--- src/rtl/regfile_pkg.sv ---
// Shared definitions for the register-file write arbiter.
package regfile_pkg;

    localparam int ADDR_W = 5;
    localparam int DATA_W = 32;

    // Writes to this index are accepted but never reach the register file.
    localparam logic [ADDR_W-1:0] REG_ZERO = 5'd0;

    // One writeback request: destination index plus data.
    typedef struct packed {
        logic [ADDR_W-1:0] reg_idx;
        logic [DATA_W-1:0] data;
    } wr_req_t;

endpackage

--- src/rtl/rr_arb2.sv ---
// Two-way round-robin arbiter. On contention the requester that did not win
// the previous transfer is chosen. The remembered winner only moves on a transfer.
module rr_arb2 (
    input  logic       clk,
    input  logic       rst,
    input  logic [1:0] valid,
    input  logic       advance,
    output logic [1:0] grant
);

    logic r_last_grant;

    // One-hot grant from the current valids and the previous winner.
    always_comb begin
        grant = 2'b00;
        case (valid)
            2'b01:   grant = 2'b01;
            2'b10:   grant = 2'b10;
            2'b11:   grant = r_last_grant ? 2'b01 : 2'b10;
            default: grant = 2'b00;
        endcase
    end

    // Remember the winner of each completed transfer; reset favours requester 0.
    always_ff @(posedge clk) begin
        if (rst) begin
            r_last_grant <= 1'b1;
        end else if (advance) begin
            r_last_grant <= grant[1];
        end
    end

endmodule

--- src/rtl/regfile_wr_arbiter.sv ---
// Shares the register-file write port between the ALU writeback (requester 0)
// and the load/multi-cycle unit (requester 1). The winning request is
// registered onto the write port. Read indices that match the registered
// write are flagged for forwarding.
module regfile_wr_arbiter
    import regfile_pkg::wr_req_t;
    import regfile_pkg::REG_ZERO;
#(
    parameter int DATA_W = regfile_pkg::DATA_W,
    parameter int ADDR_W = regfile_pkg::ADDR_W
) (
    input  logic              clk,
    input  logic              rst,
    input  logic              req0_valid,
    input  logic [ADDR_W-1:0] req0_reg,
    input  logic [DATA_W-1:0] req0_data,
    output logic              req0_ready,
    input  logic              req1_valid,
    input  logic [ADDR_W-1:0] req1_reg,
    input  logic [DATA_W-1:0] req1_data,
    output logic              req1_ready,
    output logic              RegWrite,
    output logic [ADDR_W-1:0] wr_reg,
    output logic [DATA_W-1:0] wr_data,
    input  logic [ADDR_W-1:0] rd_reg1,
    input  logic [ADDR_W-1:0] rd_reg2,
    output logic              fwd1,
    output logic              fwd2,
    output logic [DATA_W-1:0] fwd_data
);

    logic [1:0]        w_valid;
    logic [1:0]        w_grant;
    logic [1:0]        w_ready;
    logic              w_xfer;
    wr_req_t           w_req [2];
    wr_req_t           w_sel;
    logic [ADDR_W-1:0] w_rd [2];
    logic [1:0]        w_fwd;

    logic              r_regwrite;
    logic [ADDR_W-1:0] r_wr_reg;
    logic [DATA_W-1:0] r_wr_data;

    assign w_valid  = {req1_valid, req0_valid};
    assign w_req[0] = '{reg_idx: req0_reg, data: req0_data};
    assign w_req[1] = '{reg_idx: req1_reg, data: req1_data};
    assign w_rd[0]  = rd_reg1;
    assign w_rd[1]  = rd_reg2;

    rr_arb2 u_arb (
        .clk     (clk),
        .rst     (rst),
        .valid   (w_valid),
        .advance (w_xfer),
        .grant   (w_grant)
    );

    // Ready is the grant, masked during reset so nothing transfers then.
    // Forward flags compare each read index against the held write.
    genvar gi;
    generate
        for (gi = 0; gi < 2; gi++) begin : g_port
            assign w_ready[gi] = w_grant[gi] & ~rst;
            assign w_fwd[gi]   = r_regwrite && (w_rd[gi] == r_wr_reg);
        end
    endgenerate

    assign w_xfer = |w_ready;
    assign w_sel  = w_grant[1] ? w_req[1] : w_req[0];

    // Write-port register: load the winner, suppress the enable for register 0,
    // and hold index/data when idle.
    always_ff @(posedge clk) begin
        if (rst) begin
            r_regwrite <= 1'b0;
            r_wr_reg   <= '0;
            r_wr_data  <= '0;
        end else if (w_xfer) begin
            r_regwrite <= (w_sel.reg_idx != REG_ZERO);
            r_wr_reg   <= w_sel.reg_idx;
            r_wr_data  <= w_sel.data;
        end else begin
            r_regwrite <= 1'b0;
        end
    end

    assign req0_ready = w_ready[0];
    assign req1_ready = w_ready[1];
    assign RegWrite   = r_regwrite;
    assign wr_reg     = r_wr_reg;
    assign wr_data    = r_wr_data;
    assign fwd1       = w_fwd[0];
    assign fwd2       = w_fwd[1];
    assign fwd_data   = r_wr_data;

endmodule
--- config.mk ---
export PLATFORM = sky130hd
export DESIGN_NAME = regfile_wr_arbiter
export DESIGN_NICKNAME = d
export VERILOG_FILES = /design/src/rtl/regfile_pkg.sv /design/src/rtl/rr_arb2.sv /design/src/rtl/regfile_wr_arbiter.sv
export SDC_FILE = /design/constraint.sdc
export NUM_CORES = 1
export LEC_CHECK = 0
export ABC_AREA = 1
export BUFFER_PORTS_ARGS = -buffer_cell sky130_fd_sc_hd__buf_2
export CAP_MARGIN = 20
export CORE_AREA = 2 2 82 76
export CTS_CLUSTER_DIAMETER = 150
export DETAILED_ROUTE_END_ITERATION = 10
export DIE_AREA = 0 0 84 78
export GPL_TIMING_DRIVEN = 0
export HOLD_SLACK_MARGIN = 0.12
export PLACE_DENSITY = 0.84
export SLEW_MARGIN = 15
export SYNTH_ARGS = -nofsm -noshare
export SYNTH_HDL_FRONTEND = slang
export SYNTH_SLANG_ARGS = --single-unit
--- constraint.sdc ---
create_clock -name clk -period 1.2 [get_ports clk]
set_input_delay 0.18 -clock clk [delete_from_list [all_inputs] [get_ports clk]]
set_output_delay 0.18 -clock clk [all_outputs]
set_load 0.005 [all_outputs]
### After elaboration in Yosys (flattened, before gate mapping)

Index checks and enable logic that the tools add are counted.

| storage, ports and cells | value |
|---|---|
| flip-flop bits (word level) | 39 |
| bits of input ports | 88 |
| output and inout port bits | 74 |
| logic and storage cells | 21 |

| operators by class | value |
|---|---|
| equal/unequal tests | 5 |
| multiplexer cells | 3 |
| bitwise operators | 4 |
| reductions and logical operators | 5 |

Operators by type and width:

| operator | count |
|---|---|
| $mux 37 | 1 |
| $eq 5x5->1 | 2 |
| $pmux 2 s3 | 1 |
| $reduce_bool 5->1 | 1 |
| $eq 2x2->1 const B | 2 |
| $reduce_or 2->1 | 2 |
| $and 1x1->1 | 2 |
| $eq 2x1->1 const B | 1 |
| $logic_and 1x1->1 | 2 |
| $mux 2 | 1 |
| $not 1->1 | 2 |

### Longest topological paths before layout

| logic depth | value |
|---|---|
| depth after elaboration | 6 |
| mapped depth | 8 |
| depth with buffers taken out | 7 |

### Modules after synthesis

A second synthesis with hierarchy kept.

| second synthesis, totals | value |
|---|---|
| cells, all modules | 361 |
| area total of the unflattened synthesis | 2238.4 µm² |

Modules (own cells, without submodules):

| module | instances | cells an instance | area each (µm²) | seq. area each (µm²) |
|---|---|---|---|---|
| regfile_wr_arbiter | 1 | 352 | 2179.6 | 760.7 |
| rr_arb2 | 1 | 9 | 58.8 | 20.0 |

### Worst setup path before layout

No wires, ideal clock.

| timing path | value |
|---|---|
| path type | register to register |
| start | register u_arb.r_last_grant |
| end | register r_regwrite, in the netlist RegWrite |
| library setup time | 0.117 ns |
| arrival | 0.931 ns |
| data required time | 1.083 ns |
| path slack | 0.152 ns |
| stages on the path, launching flop included | 9 |
| path buffers | 1 |
| clock period less this slack | 1.048 ns |
| cells stage by stage | dfxtp_1 > nand2_4 > nand2_4 > buf_6 > nand2_1 > o21ai_2 > nand2_1 > nor2_1 > nor2_1 |

| on the way | value |
|---|---|
| cells in the longest elaborated chain, start to end | 6 |
| elaborated cells on any way between the ends | 9 |
| those cells by class | 3 x mux; 3 x bitwise; 3 x reduce/logical |

RTL lines:

| item | line | text |
|---|---|---|
| start, declared | rr_arb2.sv:11 | `logic r_last_grant;` |
| start signal, assigned | rr_arb2.sv:29 | `r_last_grant <= grant[1];` |
| $mux 2 (*) | rr_arb2.sv:19 | `2'b11: grant = r_last_grant ? 2'b01 : 2'b10;` |
| $pmux 2 s3 (*) | rr_arb2.sv:16 | `case (valid)` |
| $and 1x1->1 | regfile_wr_arbiter.sv:64 | `assign w_ready[gi] = w_grant[gi] & ~rst;` |
| $reduce_or 2->1 | regfile_wr_arbiter.sv:69 | `assign w_xfer = \|w_ready;` |
| $not 1->1 (no source line) | - |  |
| $reduce_or 2->1 (no source line) | - |  |
| end signal, assigned | regfile_wr_arbiter.sv:80 | `r_regwrite <= (w_sel.reg_idx != REG_ZERO);` |
| end, declared | regfile_wr_arbiter.sv:41 | `logic r_regwrite;` |

Every way passes the cells marked *; elsewhere a longest branch is shown, timed or not.
A chain may end at the register's enable or synchronous reset.

### Worst setup path in the final report

| timing path | value |
|---|---|
| start | register r_wr_reg[0], in the netlist wr_reg[0] |
| end | output fwd2 |

| on the way | value |
|---|---|
| cells in the longest elaborated chain, start to end | 2 |

RTL lines:

| item | line | text |
|---|---|---|
| start, declared | regfile_wr_arbiter.sv:42 | `logic [ADDR_W-1:0] r_wr_reg;` |
| start signal, assigned | regfile_wr_arbiter.sv:81 | `r_wr_reg <= w_sel.reg_idx;` |
| $eq 5x5->1 | regfile_wr_arbiter.sv:65 | `assign w_fwd[gi] = r_regwrite && (w_rd[gi] == r_wr_reg);` |
| $logic_and 1x1->1 | regfile_wr_arbiter.sv:65 |  |
| end, declared | regfile_wr_arbiter.sv:28 | `output logic fwd2,` |

Every way passes these cells.

==> results.py <==
metrics = {
    "drt": {
        "routed_wl_mm": 7.06,
        "drt_iter0_drc": 84,
        "viasPerCell": 4.92,
        "drtAntennaViolNets": 0,
        "vias": 2659,
        "drcViolationCount": 0,
        "routedWlPerCell_um": 13.1,
        "dr.pass1.iters": 4,
    },
    "sta": {
        "hold_ws_ns": 0.208,
        "finClkSkew_ns": 0.00467,
        "worst_pin_slew_ns": 0.438,
        "finalSetupViolCount": 3,
        "final.period_utilization_pct": 112,
        "slew_headroom_pct": 70.8,
        "slew_viol_final": 0,
        "setup_slack_ns": -0.145,
        "hold_violations": 0,
        "fmax_mhz": 744,
        "period_needed_ns": 1.34,
        "rsz0062_at_grt": "yes",
    },
    "setup_path": {
        "required_ns": 1.02,
        "rr_endpoint": "RegWrite",
        "r2r_start": "u_arb.r_last_grant",
        "start_kind": "flip-flop",
        "reg2reg_setup_slack_ns": 0.02,
        "crit_arrival_ns": 1.16,
        "critPathKind": "reg -> out",
        "worstRegToRegCells": 8,
        "end_kind": "output pin",
        "startpoint": "wr_reg[0]",
        "critical_path_peak_fanout": 4,
    },
    "floorplan": {
        "die_x_um": 84,
        "start_util_pct": 40.8,
        "die_h_um": 78,
        "die_area_um2": 6550,
        "core-area_um2": 5630,
        "ios": 162,
        "rows": 26,
    },
    "synth": {
        "synth_xor_area_share_pct": 1.53,
        "synth_area_per_cell_um2": 7.91,
        "ys_warn_count": 0,
        "syn_nets": 378,
        "synth_async_sr_flop_share_pct": 0,
        "ys_dominant_reg_cell": "dfxtp_1",
        "synth_seq_cells": 39,
        "syn_inst": 290,
        "synthAdderAreaFrac_pct": 0,
        "synth-simple-area-share_pct": 25.6,
        "synth_top_family_by_area": "simple AND/OR/NAND/NOR gates",
        "muxShareOfSynthArea_pct": 0,
        "yosysSeqAreaShare_pct": 34.0,
        "synth_compound_area_share_pct": 19.2,
        "synth-edff-count": 0,
        "ys_types": 21,
        "netlist_area_um2": 2290,
    },
    "finish": {
        "mostFrequentLayoutCell": "buf_2",
        "antenna_cells": 0,
        "largest_reg_flops": 32,
        "layout_common_cells": "167 x buf_2, 66 x nand3_1, 47 x buf_4",
        "drive_gt1_share_pct": 57.0,
        "fin_area_um2": 3500,
        "final_nets": 557,
        "syn_to_final_growth_pct": 52.6,
    },
    "power_and_ir_drop": {
        "internal-power_w": 0.00241,
        "power_density_nw_per_um2": 972,
        "p_sw_w": 0.000995,
        "comb_power_share_pct": 31.5,
        "seqPwrFrac_pct": 43.8,
        "ir_drop_mv": 0.527,
        "power.share.clock_pct": 24.7,
        "swShare_pct": 29.2,
        "leakage_nw": 2.13,
    },
    "worst_hold_path": {
        "min_path_type": "in -> reg",
        "hp-start": "req1_reg[3]",
        "hold_depth": 3,
        "hold_path_end": "wr_reg[3]",
    },
    "job": {
        "maxCapViolations": 0,
    },
    "place": {
        "dp_hpwl_mm": 5.26,
        "pre_cts_ws_ns": -0.0650,
        "gp_congestion": 0.762,
        "placed_area_um2": 3190,
        "port_buffers": 161,
    },
    "clocking": {
        "clock-sinks": 39,
        "clk_pin_slew_ns": 0.07,
        "cts.hold.buffers_added": 0,
        "clock_tree.buffer_depth": 2,
        "cts_tree": "built",
        "cts_max_level": 2,
        "cts-root-buf": "clkbuf_8",
        "clk_latency_ns": 0.28,
        "numCtsBuffers": 5,
    },
    "global_route": {
        "grt_pass1_vias": 2558,
        "antenna_found_initial": 0,
        "grt_max_degree": 14,
        "track_usage_pct": 21.5,
        "met3_usage_pct": 5.43,
        "use_met2_pct": 37.4,
        "globalRouteMet1Util_pct": 26.7,
        "grt_first_pass_wirelength_mm": 11.6,
        "grt.busiest_layer": "met2",
        "grt_overflow": 0,
    },
    "outcome": {
        "status": "finished, violations left",
        "violations": "negative setup slack",
    },
}
## routing by layer
layer  up-vias  part of all wire (%)
met5         -                     0
met4         0                  0.62
met3         4                   7.5
met2       109                    48
met1      1219                    43
li1       1327                     -
## cells by family after synthesis
kind of cell / after synthesis
buf+inv: 69
compound gates: 51
simple gates: 127
flops: 39
xor+xnor: 4
## Yosys cell counts (2+ instances only)
library cell / count / share of area (%)
nand3_1: 67 / 15
nand2_1: 47 / 7.7
dfxtp_1: 39 / 34
buf_4: 38 / 12
o211a_1: 32 / 14
inv_1: 12 / 2.0
buf_2: 9 / 2.0
a21oi_1: 7 / 1.5
nor2_1: 7 / 1.1
buf_6: 5 / 2.5
o21ai_0: 5 / 1.1
xnor2_1: 4 / 1.5
clkbuf_1: 3 / 0.49
o2111ai_1: 3 / 1.1
o21ai_2: 3 / 1.1
inv_2: 2 / 0.33
nand2_4: 2 / 0.98
or2_2: 2 / 0.55
## critical path, stage by stage (launching register included)
cell and delay (ns):
dfxtp_2 0.35, inv_2 0.05, or2_4 0.22, o2111ai_2 0.07, nor2_1 0.07, buf_2 0.12
## cell type report
class	count	area (µm²)
fill	493	2130
multi-input combinational	182	1170
timing repair buffer	173	903
sequential	39	793
buffer	54	417
tap	70	87.6
clock buffer	7	76.3
inverter	14	52.6
clock inverter	1	5.00
## stage by stage
step / utilization, % / std cells / power [W] / setup TNS [ns]
4_1_cts: 60.8 / 540 / 0.00339 / -0.327
3_5_place_dp: 56.6 / 521 / 0.00247 / -0.655
3_3_place_gp: 56.6 / 521 / 0.00245 / -0.511
5_1_grt: 62.2 / 540 / 0.00360 / -0.509
6_report: 62.2 / 540 / 0.00340 / -0.307
2_1_floorplan: - / 290 / 0.00204 / 0
## timing repair
item	CTS	global route
pin swaps	11	13
buffers inserted	11	0
gates cloned	1	0
setup endpoints to repair	5	34
resized for setup	23	24
## power groups by stage
| stage | logic [W] | registers, W | clock network (W) |
|---|---|---|---|
| floorplan | 0.000532 | 0.00151 | 0 |
| CTS | 0.00104 | 0.00149 | 0.000867 |
| finish | 0.00107 | 0.00149 | 0.000841 |
| detailed placement | 0.000958 | 0.00151 | 0 |
| global placement | 0.000944 | 0.00151 | 0 |
| global route | 0.00118 | 0.00150 | 0.000914 |
## worst max-delay path by stage
stage                  endpoint  cells past startpoint  slack, ns
global placement    fwd_data[2]                      5      -0.05
detailed placement   req0_ready                      6      -0.07
CTS                        fwd2                      5      -0.15
global route               fwd2                      5      -0.21
finish                     fwd2                      5      -0.14
floorplan              RegWrite                      8       0.15
(Power assumes the default switching activity.)
